<file path="src/rtl/text_console_pkg.sv">
// Shared types and ASCII constants for the character-cell text console.
package text_console_pkg;

    typedef enum logic [1:0] {
        CLEAR,
        IDLE,
        SCROLL
    } state_t;

    localparam logic [7:0] CHAR_SPACE = 8'h20;
    localparam logic [7:0] CHAR_LF    = 8'h0A;
    localparam logic [7:0] CHAR_CR    = 8'h0D;
    localparam logic [7:0] CHAR_BS    = 8'h08;
    localparam logic [7:0] CHAR_FF    = 8'h0C;
    localparam logic [7:0] PRINT_MIN  = 8'h20;
    localparam logic [7:0] PRINT_MAX  = 8'h7E;

endpackage

</file>
<file path="src/rtl/text_ram.sv">
// Screen buffer: one write port with its own registered read (for scrolling),
// plus an independent registered read port for the renderer.
module text_ram #(
    parameter int DEPTH  = 64,
    parameter int ADDR_W = 6
) (
    input  logic              clk,
    input  logic              rst_n,
    input  logic              we,
    input  logic [ADDR_W-1:0] waddr,
    input  logic [7:0]        wdata,
    input  logic [ADDR_W-1:0] raddr,
    output logic [7:0]        rdata,
    input  logic [ADDR_W-1:0] baddr,
    output logic [7:0]        bdata
);

    logic [7:0] mem [DEPTH];

    // Storage has no reset; contents are rebuilt by CLEAR after every reset.
    always_ff @(posedge clk) begin
        if (we) mem[waddr] <= wdata;
        rdata <= mem[raddr];
    end

    always_ff @(posedge clk or negedge rst_n) begin
        if (!rst_n) bdata <= 8'h20;
        else        bdata <= mem[baddr];
    end

endmodule

</file>
<file path="src/rtl/text_console.sv">
// Text console: byte-stream intake, cursor control, clear and scroll sequencing
// over a ROWS x COLS character buffer read by TextEngine.
module text_console
    import text_console_pkg::*;
#(
    parameter int COLS   = 16,
    parameter int ROWS   = 4,
    parameter int ADDR_W = 6
) (
    input  logic              i_clk,
    input  logic              i_rst_n,
    input  logic              i_charValid,
    input  logic [7:0]        i_char,
    output logic              o_charReady,
    input  logic [ADDR_W-1:0] i_charAddress,
    output logic [7:0]        o_charData,
    output logic [ADDR_W-1:0] o_cursorAddress,
    output logic              o_busy
);

    localparam int CW = $clog2(COLS);
    localparam int RW = $clog2(ROWS);
    localparam logic [ADDR_W:0] CLR_LAST = (ADDR_W+1)'(ROWS*COLS-1);
    localparam logic [ADDR_W:0] SCR_LAST = (ADDR_W+1)'(ROWS*COLS);
    localparam logic [ADDR_W:0] COPY_N   = (ADDR_W+1)'((ROWS-1)*COLS);
    localparam logic [RW-1:0]   ROW_MAX  = RW'(ROWS-1);
    localparam logic [CW-1:0]   COL_MAX  = CW'(COLS-1);

    state_t            state_q, state_d;
    logic [ADDR_W:0]   cnt_q, cnt_d;
    logic [RW-1:0]     row_q, row_d;
    logic [CW-1:0]     col_q, col_d;

    logic              we;
    logic [ADDR_W-1:0] waddr, raddr;
    logic [7:0]        wdata, rdata;

    assign o_charReady     = (state_q == IDLE);
    assign o_busy          = (state_q != IDLE);
    assign o_cursorAddress = {row_q, col_q};

    always_ff @(posedge i_clk or negedge i_rst_n) begin
        if (!i_rst_n) begin
            state_q <= CLEAR;
            cnt_q   <= '0;
            row_q   <= '0;
            col_q   <= '0;
        end else begin
            state_q <= state_d;
            cnt_q   <= cnt_d;
            row_q   <= row_d;
            col_q   <= col_d;
        end
    end

    always_comb begin
        state_d = state_q;
        cnt_d   = cnt_q;
        row_d   = row_q;
        col_d   = col_q;
        we      = 1'b0;
        waddr   = {row_q, col_q};
        wdata   = i_char;
        raddr   = cnt_q[ADDR_W-1:0] + ADDR_W'(COLS);
        unique case (state_q)
            CLEAR: begin
                we    = 1'b1;
                waddr = cnt_q[ADDR_W-1:0];
                wdata = CHAR_SPACE;
                cnt_d = cnt_q + 1'b1;
                if (cnt_q == CLR_LAST) begin
                    state_d = IDLE;
                    cnt_d   = '0;
                    row_d   = '0;
                    col_d   = '0;
                end
            end
            SCROLL: begin
                // Read of source cell cnt+COLS lands one cycle later as the
                // write to destination cnt-1; beyond the copy region, fill blanks.
                we    = (cnt_q != '0);
                waddr = ADDR_W'(cnt_q - 1'b1);
                wdata = (cnt_q <= COPY_N) ? rdata : CHAR_SPACE;
                cnt_d = cnt_q + 1'b1;
                if (cnt_q == SCR_LAST) begin
                    state_d = IDLE;
                    cnt_d   = '0;
                    row_d   = ROW_MAX;
                    col_d   = '0;
                end
            end
            IDLE: begin
                if (i_charValid) begin
                    if (i_char >= PRINT_MIN && i_char <= PRINT_MAX) begin
                        we = 1'b1;
                        if (col_q == COL_MAX) begin
                            col_d = '0;
                            if (row_q == ROW_MAX) state_d = SCROLL;
                            else                  row_d   = row_q + 1'b1;
                        end else begin
                            col_d = col_q + 1'b1;
                        end
                    end else if (i_char == CHAR_LF) begin
                        col_d = '0;
                        if (row_q == ROW_MAX) state_d = SCROLL;
                        else                  row_d   = row_q + 1'b1;
                    end else if (i_char == CHAR_CR) begin
                        col_d = '0;
                    end else if (i_char == CHAR_BS) begin
                        if (col_q != '0) begin
                            col_d = col_q - 1'b1;
                            we    = 1'b1;
                            waddr = {row_q, col_q - 1'b1};
                            wdata = CHAR_SPACE;
                        end
                    end else if (i_char == CHAR_FF) begin
                        state_d = CLEAR;
                        row_d   = '0;
                        col_d   = '0;
                    end
                    cnt_d = '0;
                end
            end
            default: state_d = CLEAR;
        endcase
    end

    text_ram #(
        .DEPTH (ROWS*COLS),
        .ADDR_W(ADDR_W)
    ) u_ram (
        .clk  (i_clk),
        .rst_n(i_rst_n),
        .we   (we),
        .waddr(waddr),
        .wdata(wdata),
        .raddr(raddr),
        .rdata(rdata),
        .baddr(i_charAddress),
        .bdata(o_charData)
    );

endmodule

</file>
<file path="config.mk">
export PLATFORM = sky130hd
export DESIGN_NAME = text_console
export DESIGN_NICKNAME = d
export VERILOG_FILES = /design/src/rtl/text_console_pkg.sv /design/src/rtl/text_ram.sv /design/src/rtl/text_console.sv
export SDC_FILE = /design/constraint.sdc
export NUM_CORES = 1
export LEC_CHECK = 0
export ABC_AREA = 1
export BUFFER_PORTS_ARGS = -buffer_cell sky130_fd_sc_hd__buf_4
export CELL_PAD_IN_SITES_DETAIL_PLACEMENT = 2
export CELL_PAD_IN_SITES_GLOBAL_PLACEMENT = 2
export CORE_ASPECT_RATIO = 1.4
export CORE_MARGIN = 3
export CORE_UTILIZATION = 24
export DETAILED_ROUTE_END_ITERATION = 10
export GPL_TIMING_DRIVEN = 1
export PLACE_DENSITY_LB_ADDON = 0.1
export SLEW_MARGIN = 10
export SYNTH_ARGS = -nofsm -noshare
export SYNTH_HDL_FRONTEND = slang
export SYNTH_SLANG_ARGS = --single-unit
</file>
<file path="constraint.sdc">
create_clock -name i_clk -period 13.7 [get_ports i_clk]
set_input_delay 0.685 -clock i_clk [delete_from_list [all_inputs] [get_ports i_clk]]
set_output_delay 0.685 -clock i_clk [all_outputs]
set_load 0.05 [all_outputs]
</file>
== Word level (Yosys, flattened, before mapping) ==
Memories as Yosys holds them, arrays and structs flattened. A register that Yosys moved wholly into a read port is not among the register bits.
Cells that the tools add are included.

* Flip-flop bits (word level): 15
* Latch bits: 0
* Memory bits (writable): 512
* ROM bits: 0
* Input bits: 17
* Output and inout port bits: 16
* Memories kept: 1

* $add $sub $neg: 6
* Multiply operators: 0
* Divide/modulo/power cells: 0
* $lt $le $gt $ge: 3
* Equal/unequal tests: 20
* Shift-type cells: 0
* Muxes and demuxes: 58
* Bitwise gates (word level): 0
* Reductions and logical operators: 10

{| class="wikitable"
|+ Memories
! memory !! depth !! bits a word !! read ports !! clocked after Yosys merged registers in !! wr ports !! line !! source
|-
| u_ram.mem || 64 || 8 || 2 || 2 || 1 || text_ram.sv:18 || <nowiki>logic [7:0] mem [DEPTH];</nowiki>
|}

{| class="wikitable"
|+ Operators by type and width
! cell !! number
|-
| two-way mux 4 bit || 16
|-
| two-way mux 8 bit || 7
|-
| two-way mux 2 bit || 17
|-
| equality test 8 x 4 -> 1 bit (second input constant) || 4
|-
| case mux 8 bit (3 select lines) || 1
|-
| two-way mux 7 bit || 3
|-
| case mux 7 bit (3 select lines) || 1
|-
| case mux 6 bit (3 select lines) || 1
|-
| case mux 2 bit (3 select lines) || 2
|-
| case mux 4 bit (3 select lines) || 1
|-
| >= comparator 8 x 6 -> 1 bit (second input constant) || 1
|-
| less-or-equal comparator 8 x 7 -> 1 bit (second input constant) || 1
|-
| two-way mux 1 bit || 8
|-
| != test 4 bit (second input constant) || 2
|-
| AND reduction 8 bit || 1
|-
| adder 7 x 1 -> 7 bit (second input constant) || 1
|-
| equality test 7 x 6 -> 1 bit (second input constant) || 1
|-
| equality test 7 bit (second input constant) || 1
|-
| less-or-equal comparator 7 x 6 -> 1 bit (second input constant) || 1
|-
| AND reduction 7 bit || 1
|-
| nonzero test 7 bit || 1
|-
| adder 6 x 5 -> 6 bit (second input constant) || 1
|-
| != test 2 bit (second input constant) || 3
|-
| != test 6 x 1 -> 1 bit (second input constant) || 1
|-
| other kinds (19) || 20
|}

== Depth between registers and ports, before layout ==
Gate-level depths: netlist (run 1).

* Depth in word-level cells: 10
* Mapped depth: 15
* Mapped depth without buffers: 15

== Cells and area by module ==
A second synthesis (run 1) with hierarchy kept.

* Cell total of the unflattened synthesis: 3,333
* Area, all modules: 28,730.1 sq um

{| class="wikitable"
|+ Modules (own cells, without submodules)
! module !! times used !! cells each !! area an instance (sq um) !! sequential area each (sq um)
|-
| text_ram || 1 || 3,008 || 26,849.5 || 15,736.3
|-
| text_console || 1 || 325 || 1,880.6 || 375.4
|}

== Worst setup path after synthesis (run 1) ==
No wires, ideal clock.

* Kind: reg2reg
* From: register cnt_q[1]
* To: memory u_ram.mem[0][7] (data pin)
* Data arrival time: 4,260 ps
* Required time: 12,998 ps
* Slack: 8,738 ps
* Cell stages (with the launch flop): 10
* Clock period less this slack: 4,962 ps
* Cells stage by stage: dfrtp_1 buf_4 inv_2 buf_2 buf_2 ha_1 nand3_1 a31oi_1 nand3_1 o21ai_0

* Longest elaborated chain between the ends: 3

{| class="wikitable"
|+ Ends and longest elaborated chain
! item !! line !! source
|-
| start: declaration || text_console.sv:30 || <nowiki>logic [ADDR_W:0] cnt_q, cnt_d;</nowiki>
|-
| start signal: assignment || text_console.sv:50 || <nowiki>cnt_q <= cnt_d;</nowiki>
|-
| less-or-equal comparator 7 x 6 -> 1 bit || text_console.sv:83 || <nowiki>wdata = (cnt_q <= COPY_N) ? rdata : CHAR_SPACE;</nowiki>
|-
| two-way mux 8 bit || text_console.sv:83 ||
|-
| case mux 8 bit (3 select lines) || text_console.sv:65 || <nowiki>unique case (state_q)</nowiki>
|-
| named net u_ram.wdata[7] || text_ram.sv:11 || <nowiki>input logic [7:0] wdata,</nowiki>
|-
| end: declaration || text_ram.sv:18 ||
|}

The timed path passes the listed nets, and every way through them passes these cells.

== Worst setup path in the final report (run 1) ==
* From: register cnt_q[0]
* To: memory u_ram.mem[3][7] (data pin)

Same word-level chain as after synthesis.

==> results of run 1 <==
## cell families (layout without fill, tap and decap cells)
group,Yosys count,in the layout,synth area share
AND/OR/NAND/NOR,1298,1298,0.192
AO/OA/AOI/OAI,851,851,0.167
flip-flops,543,543,0.590
buffers and inverters,287,250,0.0431
adder cells (fa/ha/maj),12,12,0.00550
XOR/XNOR,4,4,0.00128
other,0,2,0
## worst reg2reg max path: cells and delay by family (launching register included)
| kind | cells | cell delay (ns) |
|---|---|---|
| flip-flops | 1 | 0.66 |
| AO/OA/AOI/OAI | 2 | 1.33 |
| AND/OR/NAND/NOR | 2 | 0.51 |
| adder cells (fa/ha/maj) | 1 | 0.35 |
| buffers and inverters | 2 | 1.23 |
## layer usage
layer  routed length, um  up-vias
met2               66400      443
li1                    -    10400
met3                4020      202
met4                5390        2
met1               57700    12400
met5                  13        -
## layout by cell type, fill, tap and decap left out, types with 3 or more instances in the layout
master,synthesis,routed
o22ai_1,205,203
clkbuf_8,0,4
inv_2,5,4
nor2_1,612,608
nor2_2,6,8
clkinv_2,0,8
ha_1,12,12
edfxtp_1,512,512
o21ai_0,545,543
inv_1,62,60
nand4_1,18,18
nand2_2,19,19
nor3_1,11,11
o21ai_1,3,3
dfrtp_1,22,20
a21oi_1,83,83
bufinv_16,0,6
buf_4,3,64
clkbuf_16,0,70
dfxtp_1,8,8
nor2_4,2,4
nand2_1,486,486
a31oi_4,0,3
nand3_1,131,131
clkinv_1,1,14
xor2_1,4,4
nand3_2,7,7
clkbuf_1,130,11
## state kept, by name (all words and copies together), names as in the netlist
signal / cells
u_ram.mem: 512
u_ram.bdata: 8
u_ram.rdata: 8
cnt_q: 7
col_q: 4
row_q: 2
state_q: 2
## Yosys cell counts (all sizes together)
library cell,number
inv,67
o22ai,205
nor3,12
ha,12
xor2,4
nand3,138
a31oi,5
a22oi,1
buf,86
nand2,506
dfrtp,22
dfstp,1
or2,2
a221oi,1
o21ai,550
a211oi,1
and2,1
a21oi,86
nand4,18
nor2,621
clkinv,1
dfxtp,8
clkbuf,133
o211ai,2
edfxtp,512
## area by class of cell
cell class	count	area (um2)	share of cell area
clock buffers	84	1830	0.0591
well taps	1470	1840	0.0592
repair buffers	68	544	0.0175
flip-flops and latches	543	16100	0.519
multi-input cells	2165	10100	0.326
clock inverters	30	297	0.00955
diodes	2	5.00	0.000161
inverters	68	278	0.00895
## how the worst min path moves through the flow
stage	start	end	slack [ns]	cells after the start
floorplan	i_rst_n	cnt_q[0]	0.39	0
global placement	cnt_q[6]	cnt_q[6]	0.62	2
detailed placement	cnt_q[6]	cnt_q[6]	0.64	2
CTS	i_charAddress[5]	u_ram.bdata[5]	0.34	3
global route	i_charAddress[5]	u_ram.bdata[7]	0.39	3
finish	i_charAddress[5]	u_ram.bdata[5]	0.39	3
## power by group
part / total, mW / switching [mW] / internal [mW]
sequential: 2.18 / 0.100 / 2.08
combinational: 2.20 / 1.75 / 0.459
clock: 1.81 / 0.750 / 1.05
## through the flow
stage,power (mW),std cells,setup slack [ns]
6_report,6.19,4430,9.26
5_1_grt,6.50,4428,9.08
4_1_cts,6.28,4428,9.25
3_5_place_dp,4.46,4313,9.16
3_3_place_gp,4.40,4313,9.23
2_1_floorplan,3.36,2995,8.74
## what timing repair did
item | 4_1_cts | 5_1_grt
hold buffers | 1 | 0
gates resized for setup | 0 | 0
buffers inserted | 0 | 0
endpoints found under the hold margin | 22 | 0
==> out/results.ini, run 1 <==
[grt]
grt_max_degree = 144
grt_use_met2 = 0.392
first_global_vias = 25600
antenna_found_initial = 5
gr-max-usage-layer = met2
grt_pass1_wl_mm = 191
grt_use_met3 = 0.0251
grt_usage = 0.223
grt_util_met1 = 0.277
gr_overflow_total = 0

[critical_path]
r2r_start = cnt_q[0]
critical_path.startpoint_type = flop
r2r_slack_ns = 9.26
worst-path-stages = 7
r2r_end = u_ram.mem[3][7]
critical-path-top-cell-by-count = nand3_1
critical-path-max-stage-delay_ns = 0.84
crit_path_end_kind = flop
crit_path_cell_trace = inv_8, ha_1, nand3_1, a31oi_1, nand3_1, o21ai_4, buf_4
worst_path_max_delay_cell = o21ai_4
worst_ep_required_time_ns = 14.05
cp_max_fo = 100
cpLargestDelayFamily = compound AO/OA/AOI/OAI gates
worstRegToRegCells = 7
timing.critical_path.arrival_ns = 4.79
cp-startpoint = cnt_q[0]
worstSetupEndpoint = u_ram.mem[3][7]
timing.setup.critical_path_class = reg2reg
worstPathBufferInverterCount = 2

[clock_tree]
clock-root-buffer = clkbuf_16
clock_path_buffers = 3
numCtsBuffers = 66
cts.sinks = 543
cts_tree = done
worst_setup_hold_path_clk_slew_ns = 0.06
htree_levels = 3
clkLatencyLatePin_ns = 0.64

[place]
placed_cell_area_mm2 = 0.0289
finalWeightedCongestion = 0.833
final_hpwl_dp_mm = 82.6
buffer_ports.inserted = 32

[finish]
fin_nets = 2941
layout-area-overhead-vs-synth_pct = 13.7
finish.utilization = 0.276
drive_above_1_share = 0.0754
fillCellCount = 12500
finalInstanceArea_mm2 = 0.0310

[synth]
synth_top_area_share = 0.563
yosysWarningCount = 0
synth_seq_area_share = 0.590
area_of_the_mapped_netlist_mm2 = 0.0273
synthDistinctLibCells = 40
synth_fp_nets = 3024
netlist_top_cells_area = edfxtp_1 56%, o21ai_0 10%, nor2_1 8.4%, nand2_1 6.7%, o22ai_1 4.7%
syn-instance-count = 2995
avgSynthCellArea_um2 = 9.11
yosys.area.top_type = edfxtp_1
ys_ff_latch = 543

[sta]
final_max_slew_viol_count = 0
timing.fmax_mhz = 225
finalClockSkew_ns = 0.0161
timing.setup.tns_ns = 0
finalCritPeriodShare = 0.324
slew_headroom = 0.227
min_period_ns = 4.44
hold_viol = 0
timing.hold.ws_ns = 0.386
setup_viol_count_final = 0
worstMarginPinSlew_ns = 1.15
grt_setup_unrepaired = false

[pwr]
p_leak_nw = 10.6
ir_drop_mv = 0.131
power.density_cell_area_mw_per_mm2 = 199

[floorplanning]
design.core.area_mm2 = 0.112
die_y_um = 405
initial_core_util = 0.243
dieArea_mm2 = 0.118
floorplan.die.width_um = 291
rows = 145
ios = 33

[detailed_routing]
routedWlPerCell_um = 30.1
routed_via_density = 5.28
dr.pass1.iters = 5
antenna_violating_nets_post_route = 0
total_number_of_vias = 23400
remaining_drc_errors = 0
drc_violation_total_after_the_first_tritonroute_iteration = 1565
route.final.wire_length_mm = 134

[min_path]
hold_path.class = in2reg

[flow_run]
cap_viol_max_count = 0

[outcome]
status = finished clean

(Power assumes the default switching activity.)
==> run 2, diff against run 1 <==
Clock period 13.7 ns to 4 ns, I/O delays scaled along.
==> run 2 against run 1 <==
Against the previous run: sequential cell count did not move; die area did not move; critical path depth rose by 6; clock power rose to 3.2 times the previous value; global-route usage fell by 0.099 points; critical path type unchanged.
==> out/results.ini, run 2 (same netlist as run 1, synthesis figures left out) <==
[outcome]
status = finished clean

[detailed_routing]
routed_via_density = 5.27
route.final.wire_length_mm = 134
dr.pass1.iters = 5
routedWlPerCell_um = 29.7
remaining_drc_errors = 0
drc_violation_total_after_the_first_tritonroute_iteration = 1632
antenna_violating_nets_post_route = 0
total_number_of_vias = 23700

[clock_tree]
clock_path_buffers = 3
cts.sinks = 543
ctsHoldBuffers = 4
worst_setup_hold_path_clk_slew_ns = 0.07
post_cts.resized_instances = 0
clock-root-buffer = clkbuf_16
numCtsBuffers = 61
htree_levels = 2
clkLatencyLatePin_ns = 0.66
cts_tree = done
postCtsSetupRepairBufs = 0

[flow_run]
cap_viol_max_count = 0

[finish]
largest_register_ffs = 512
finalInstanceArea_mm2 = 0.0317
fin_nets = 3017
drive_above_1_share = 0.102
mostFrequentLayoutCell = nor2_1
register_ranked_first_by_flip_flop_count = u_ram.mem
layout-area-overhead-vs-synth_pct = 16.1
reg.largest.list = u_ram.mem (512), u_ram.bdata (8), u_ram.rdata (8)
layout.cells.most_common_list = 610 x nor2_1, 543 x o21ai_0, 512 x edfxtp_1
n_antenna_cell = 0

[sta]
worstMarginPinSlew_ns = 1.06
finalClockSkew_ns = 0.0277
setup_viol_count_final = 0
grt_setup_unrepaired = false
timing.setup.tns_ns = 0
min_period_ns = 3.55
final_max_slew_viol_count = 0
slew_headroom = 0.292
finalCritPeriodShare = 0.889
timing.fmax_mhz = 281
hold_viol = 0

[floorplanning]
dieArea_mm2 = 0.118
rows = 145
floorplan.die.width_um = 291
design.core.area_mm2 = 0.112
ios = 33
die_y_um = 405
initial_core_util = 0.243

[min_path]
hold_path.class = in2reg

[grt]
first_global_vias = 25700
grt_pass1_wl_mm = 192
grt_max_degree = 157
antenna_found_initial = 0
gr_overflow_total = 0
grt_usage = 0.222

[pwr]
ir_drop_mv = 0.363
clock_power_share = 0.275
power.density_cell_area_mw_per_mm2 = 667
p_comb_frac = 0.378
p_leak_nw = 11.0
netSwitchingPower_mw = 8.99
power_report.internal_total_mw = 12.2
power.sequential.fraction = 0.348
p_sw_frac = 0.425

[place]
finalWeightedCongestion = 0.799
final_hpwl_dp_mm = 86.2
placed_cell_area_mm2 = 0.0296
buffer_ports.inserted = 32

[critical_path]
timing.setup.critical_path_class = reg2reg
critical_path.startpoint_type = flop
crit_path_end_kind = flop
timing.critical_path.arrival_ns = 3.83
r2r_slack_ns = 0.45
worst_ep_required_time_ns = 4.28
cp_max_fo = 8

run 2: power groups by stage:
stage,registers [mW],logic (mW),clock network (mW)
floorplan,7.44,4.06,0
global placement,7.45,7.94,0
detailed placement,7.47,8.11,0
CTS,7.35,8.14,5.96
global route,7.37,8.60,6.15
finish,7.35,7.99,5.81
run 2: cell type report:
class | count | area [um2]
flip-flops and latches | 543 | 16100
inverters | 68 | 275
clock inverters | 47 | 478
well taps | 1470 | 1840
clock buffers | 65 | 1540
fillers | 12500 | 80600
repair buffers | 149 | 1320
multi-input cells | 2165 | 10100
run 2: final timing paths:
kind	to	from	cells after the start
max	u_ram.mem[61][3]	col_q[0]	13
min reg2reg	cnt_q[6]	cnt_q[6]	2
max reg2reg	u_ram.mem[61][3]	col_q[0]	13
min in group asynchronous	cnt_q[1]	i_rst_n	3
max in group asynchronous	col_q[1]	i_rst_n	4
min	u_ram.bdata[6]	i_charAddress[4]	4
run 2: per-layer routing:
metal / up-vias / GRT usage / routed length (um)
met1: 12600 / 0.277 / 57900
met4: 0 / 0.0782 / 4920
li1: 10500 / - / -
met2: 443 / 0.399 / 67700
met3: 168 / 0.0179 / 3530
met5: - / 0 / 0
run 2: critical path, cell delays in order (launching register included):
cell,delay (ns)
dfrtp_1,0.54
inv_1,0.20
ha_1,0.32
inv_1,0.08
nand2_1,0.06
nand2_1,0.11
nand2_1,0.06
nand2_1,0.06
nand2_1,0.05
nand2_1,0.05
nand3_1,0.11
a21oi_1,0.27
nand3_2,0.38
nor2_1,0.90
run 2: per-stage QoR:
step	setup WS (ns)	power, mW	util	hold WS [ns]	cells
2_1_floorplan	-0.0460	11.5	-	-0.0956	2995
3_3_place_gp	0.552	15.4	0.264	0.148	4391
3_5_place_dp	0.491	15.6	0.264	0.150	4391
4_1_cts	0.454	21.5	0.282	0.0248	4507
5_1_grt	0.237	22.1	0.282	0.0724	4507
6_report	0.445	21.1	0.282	0.0619	4507
